[src/rtl/mult4_pkg.sv]
// rtl/mult4_pkg.sv - shared state encoding and chunk sizing for the byte-serial multiplier
package mult4_pkg;

  typedef enum logic [1:0] {
    IDLE = 2'd0,
    BUSY = 2'd1,
    DONE = 2'd2
  } mult4_state_t;

  localparam int CHUNK = 8;

  function automatic int n_chunks(input int width);
    return width / CHUNK;
  endfunction

  // A single-chunk build still needs a 1-bit counter to hold the BUSY step.
  function automatic int cnt_width(input int width);
    return (n_chunks(width) > 1) ? $clog2(n_chunks(width)) : 1;
  endfunction

endpackage

[src/rtl/mult4_unit_mult_chunk.sv]
// rtl/mult4_unit_mult_chunk.sv - WIDTH x 8 partial product shifted into place by chunk index
module mult_chunk
  import mult4_pkg::*;
#(
  parameter int WIDTH = 32,
  parameter int CNT_W = 2
) (
  input  logic [WIDTH-1:0] a,
  input  logic [WIDTH-1:0] b,
  input  logic [CNT_W-1:0] cnt,
  output logic [WIDTH-1:0] pp
);

  int               shamt;
  logic [CHUNK-1:0] b_byte;
  logic [WIDTH-1:0] prod;

  always_comb begin
    shamt  = CHUNK * int'(cnt);
    b_byte = CHUNK'(b >> shamt);
    prod   = a * WIDTH'(b_byte);
    pp     = prod << shamt;
  end

endmodule

[src/rtl/mult4_unit.sv]
// rtl/mult4_unit.sv - multi-cycle unsigned multiplier for the EX stage, one byte of b per cycle
module mult4_unit
  import mult4_pkg::*;
#(
  parameter int WIDTH = 32
) (
  input  logic             clk,
  input  logic             arst_n,
  input  logic             start,
  input  logic             flush,
  input  logic [WIDTH-1:0] operand_a,
  input  logic [WIDTH-1:0] operand_b,
  input  logic [4:0]       rd_in,
  output logic             stall,
  output logic             done,
  output logic [WIDTH-1:0] result,
  output logic [4:0]       rd_out
);

  localparam int N_CHUNKS = n_chunks(WIDTH);
  localparam int CNT_W    = cnt_width(WIDTH);

  mult4_state_t     state, state_next;
  logic             accept;
  logic             last_chunk;
  logic [WIDTH-1:0] a_q, b_q, acc, pp;
  logic [WIDTH-1:0] mul_a, mul_b;
  logic [CNT_W-1:0] cnt, mul_cnt;
  logic [4:0]       rd_q;

  assign last_chunk = (N_CHUNKS == 1) || (cnt == CNT_W'(N_CHUNKS - 1));

  // The accepting edge computes chunk 0 straight from the forwarded operands.
  assign mul_a   = (state == BUSY) ? a_q : operand_a;
  assign mul_b   = (state == BUSY) ? b_q : operand_b;
  assign mul_cnt = (state == BUSY) ? cnt : '0;

  mult_chunk #(.WIDTH(WIDTH), .CNT_W(CNT_W)) u_chunk (
    .a   (mul_a),
    .b   (mul_b),
    .cnt (mul_cnt),
    .pp  (pp)
  );

  always_ff @(posedge clk or negedge arst_n) begin
    if (!arst_n) state <= IDLE;
    else         state <= state_next;
  end

  always_comb begin
    state_next = state;
    accept     = 1'b0;
    stall      = 1'b0;
    case (state)
      BUSY: begin
        stall = 1'b1;
        if (flush)           state_next = IDLE;
        else if (last_chunk) state_next = DONE;
      end
      IDLE, DONE: begin
        accept     = start & ~flush;
        stall      = accept;
        state_next = accept ? BUSY : IDLE;
      end
      default: state_next = IDLE;
    endcase
    stall = stall & arst_n;
  end

  always_ff @(posedge clk or negedge arst_n) begin
    if (!arst_n) begin
      a_q    <= '0;
      b_q    <= '0;
      acc    <= '0;
      cnt    <= '0;
      rd_q   <= '0;
      done   <= 1'b0;
      result <= '0;
      rd_out <= '0;
    end else begin
      done <= (state_next == DONE);
      if (accept) begin
        a_q  <= operand_a;
        b_q  <= operand_b;
        rd_q <= rd_in;
        acc  <= pp;
        cnt  <= CNT_W'(1);
      end else if (state == BUSY && !flush) begin
        acc <= acc + pp;
        cnt <= cnt + CNT_W'(1);
        // Outputs only move on completion so a squashed multiply leaves them intact.
        if (last_chunk) begin
          result <= acc + pp;
          rd_out <= rd_q;
        end
      end
    end
  end

endmodule
[config.mk]
export PLATFORM = sky130hd
export DESIGN_NAME = mult4_unit
export DESIGN_NICKNAME = d
export VERILOG_FILES = /design/src/rtl/mult4_pkg.sv /design/src/rtl/mult4_unit_mult_chunk.sv /design/src/rtl/mult4_unit.sv
export SDC_FILE = /design/constraint.sdc
export NUM_CORES = 1
export LEC_CHECK = 0
export ABC_AREA = 0
export CORE_MARGIN = 8
export CORE_UTILIZATION = 30
export DETAILED_ROUTE_END_ITERATION = 6
export PLACE_DENSITY_LB_ADDON = 0.15
export SETUP_SLACK_MARGIN = 0.02
export SLEW_MARGIN = 20
export SYNTH_ARGS = -nofsm -noshare
export SYNTH_HDL_FRONTEND = slang
export SYNTH_SLANG_ARGS = --single-unit
[constraint.sdc]
create_clock -name clk -period 11.5 [get_ports clk]
set_input_delay 1.725 -clock clk [delete_from_list [all_inputs] [get_ports clk]]
set_output_delay 1.725 -clock clk [all_outputs]
set_load 0.005 [all_outputs]
==> results.txt <==
status: finished clean
crit path DAT: 10.04 ns
Vias/cell: 4.90
initial DRC count: 592
Gate Count Post-Synth: 1665
Buf/Inv on CP: 4
syn_area_per_cell: 8.66 µm²
largest family of logic cells by synthesized area: adder cells
final-report hold violation count: 0
clock latency on the worst-skew pair: 0.49 ns
Crit. End Element: flop
clock sinks: 143
Rel. slew slack: 30.8%
Syn-to-layout area delta: 16.9%
max incr delay on CP: 0.80 ns
CTS tree: yes
Root Buffer: clkbuf_16
asr flop ratio synth: 100%
Yosys Warn Count: 0
Yosys top cell by area: dfrtp_1
remaining antenna violation count: 0
synth unique cells: 64
area share of the largest cell type after synthesis: 24.8%
sequential area share after synthesis: 24.8%
vias in the first global route: 12400
WL per Instance: 18.0 µm
Initial Utilization: 30.3%
DRT Pass-1 Iters: 5
Post-layout nets: 2059
DRC Markers: 0
XOR/XNOR Fraction of Synth Area: 4.23%
Bufs on Longest Clock Path: 2
CP max FO: 12
CP Launch Point: operand_b[2]
Post-synth EDFFs: 0
# rows: 80
maximum level of the CTS H-tree: 4
syn nets: 1972
PostCTS Resize Cnt: 0
IO Count: 112
most used cell, CP: fa_1
Post-CTS Setup Bufs: 0
worst path required time: 11.82 ns
delay-heaviest family, CP: compound AO/OA/AOI/OAI gates
Placer Congestion: 0.821
Horiz. Die Dim: 235 µm
share of cells above drive strength 1: 6.12%
crit path time final: 9.72 ns
global route overflow: 0
critical path type: input port to flop
mux share of post-synthesis cell area: 5.06%
Yosys reg bits: 143
CORE AREA: 47500 µm²
simple-gate share of the synthesized area: 18.9%
Hold Path Stages: 2
Setup TNS: 0 ns
Synth Flop Type: dfrtp_1
Synth Area in Compound Gates: 12.3%
die height: 235 µm
first-pass GRT wire length: 69400 µm
Worst Hold Launch: b_q[19]
clk_skew: 0.0193 ns
Final setup viols: 0
maximum clock rate: 103 MHz
DIE AREA: 55300 µm²
hold-fix buffers at CTS: 0
# fillers: 4924
worst-margin pin slew: 1.02 ns
worst r2r path cells: 32
crit start category: input port
Hold/Removal Path Class: flop to flop
unrepaired setup endpoints after global routing: false
Clock Pin Slew Worst Setup and Hold Paths: 0.07 ns
Tot GR Track Use: 15.8%
drt total wl: 42800 µm
register area: 3580 µm²
initial antenna violation count: 3
synthesized area: 14400 µm²
ANT cells: 0
RR Endpoint: result[31]
max cap viols: 0
Final period util: 84.5%
Synth area leaders: dfrtp_1 25%, fa_1 22%, nand2_1 8.8%, ha_1 6.7%, nor2_1 6.1%
total number of vias: 11700
reg2reg setup slack: 2.14 ns
I/O Buffers: 111
CP max-delay cell: mux2i_2
Synth Area in Adders: 28.5%
worst reg2reg startpoint: cnt[0]
pin count of the biggest net entering global routing: 71
area of the multi-input gates: 9990 µm²
cts bufs inserted: 17
Worst Hold End: b_q[19]
DPL Wire Length: 33100 µm
Final Slew Violations: 0
-- worst min-delay path: cells and delay by family, from the launching register on --
family        cells  cell delay [ns]
flops             1             0.34
simple gates      2             0.11
-- kinds of logic after synthesis --
family                     after synthesis
AOI/OAI and AO/OA                      264
xor gates and xnor gates                68
adders and majority gates              234
buffers and inverters                  230
DFF                                    143
muxes                                   60
and+or+nand+nor                        666
-- metrics by stage --
stage	instances	setup slack [ns]	area [µm²]	hold WS, ns	utilization, %
2_1_floorplan	1665	2.54	14400	0.440	-
5_1_grt	2380	1.27	16800	0.489	35.4
6_report	2380	1.78	16800	0.474	35.4
3_3_place_gp	2348	1.40	16300	0.454	34.2
3_5_place_dp	2348	1.32	16300	0.457	34.2
4_1_cts	2380	1.81	16800	0.474	35.4
-- worst max-delay path by stage --
stage / end / slack, ns / cells past startpoint
after floorplan: result[30] / 2.54 / 32
after global placement: acc[24] / 1.40 / 31
after detailed placement: acc[24] / 1.32 / 31
after global routing: acc[30] / 1.27 / 31
final: result[31] / 1.78 / 32
after CTS: acc[30] / 1.81 / 32
-- metal layers --
layer / GRT usage [%] / vias to the layer above / wire length (µm)
li1: - / 5584 / -
met1: 20.0 / 5773 / 19100
met2: 26.2 / 231 / 20500
met3: 3.93 / 61 / 2170
met4: 5.50 / 6 / 1070
met5: 0 / - / 33
-- cell usage in the layout, fill, tap and decap left out, types with 7 or more instances in the layout --
cell type / count
mux2i_1: 38
nand2b_1: 30
a221o_1: 9
clkdlybuf4s50_1: 110
clkbuf_16: 17
fa_1: 157
nand3_1: 11
a21o_1: 33
nor3_1: 11
a211oi_1: 8
o21ai_0: 59
nor2_1: 232
and3_1: 10
xor2_1: 27
inv_1: 159
dfrtp_1: 143
o221ai_1: 15
ha_1: 77
buf_4: 27
nand2_1: 337
o21bai_1: 10
o21a_1: 7
xnor2_1: 40
a21oi_1: 62
mux2_2: 10
or2_2: 10
a31oi_1: 12
-- state kept, by name, indices dropped and copies added, names as in the netlist --
signal and cells:
b_q 32, acc 32, done 1, state 2
rd_q 5, result 32, a_q 32, rd_out 5
cnt 2
-- Yosys cell counts (all sizes together), types with 3 or more instances --
master	instances
nand2b	31
a22oi	6
o21bai	11
mux4	6
o31ai	3
o21ai	62
nor3	11
nand2	338
xor2	27
a21o	33
nor2	233
nor2b	6
and3	11
ha	77
a2111oi	3
a21oi	62
clkbuf	54
o221ai	15
o211ai	4
mux2	10
a221o	9
inv	160
o21a	7
or2	10
buf	16
nand4	4
a31o	3
nand3	12
mux2i	44
a211oi	8
a31oi	12
a221oi	4
xnor2	40
and2	4
fa	157
o22ai	6
dfrtp	143
-- final cells by class --
cell class | instances | share of cell area (%)
Clock buffer | 17 | 2.53
Clock inverter | 15 | 0.995
Inverter | 160 | 3.56
Multi-Input combinational cell | 1292 | 59.3
Sequential cell | 143 | 21.2
Tap cell | 615 | 4.57
Timing Repair Buffer | 138 | 7.81
Power is not shown: default switching activity piles up to over one toggle a cycle in this logic, so the estimate is an artifact.
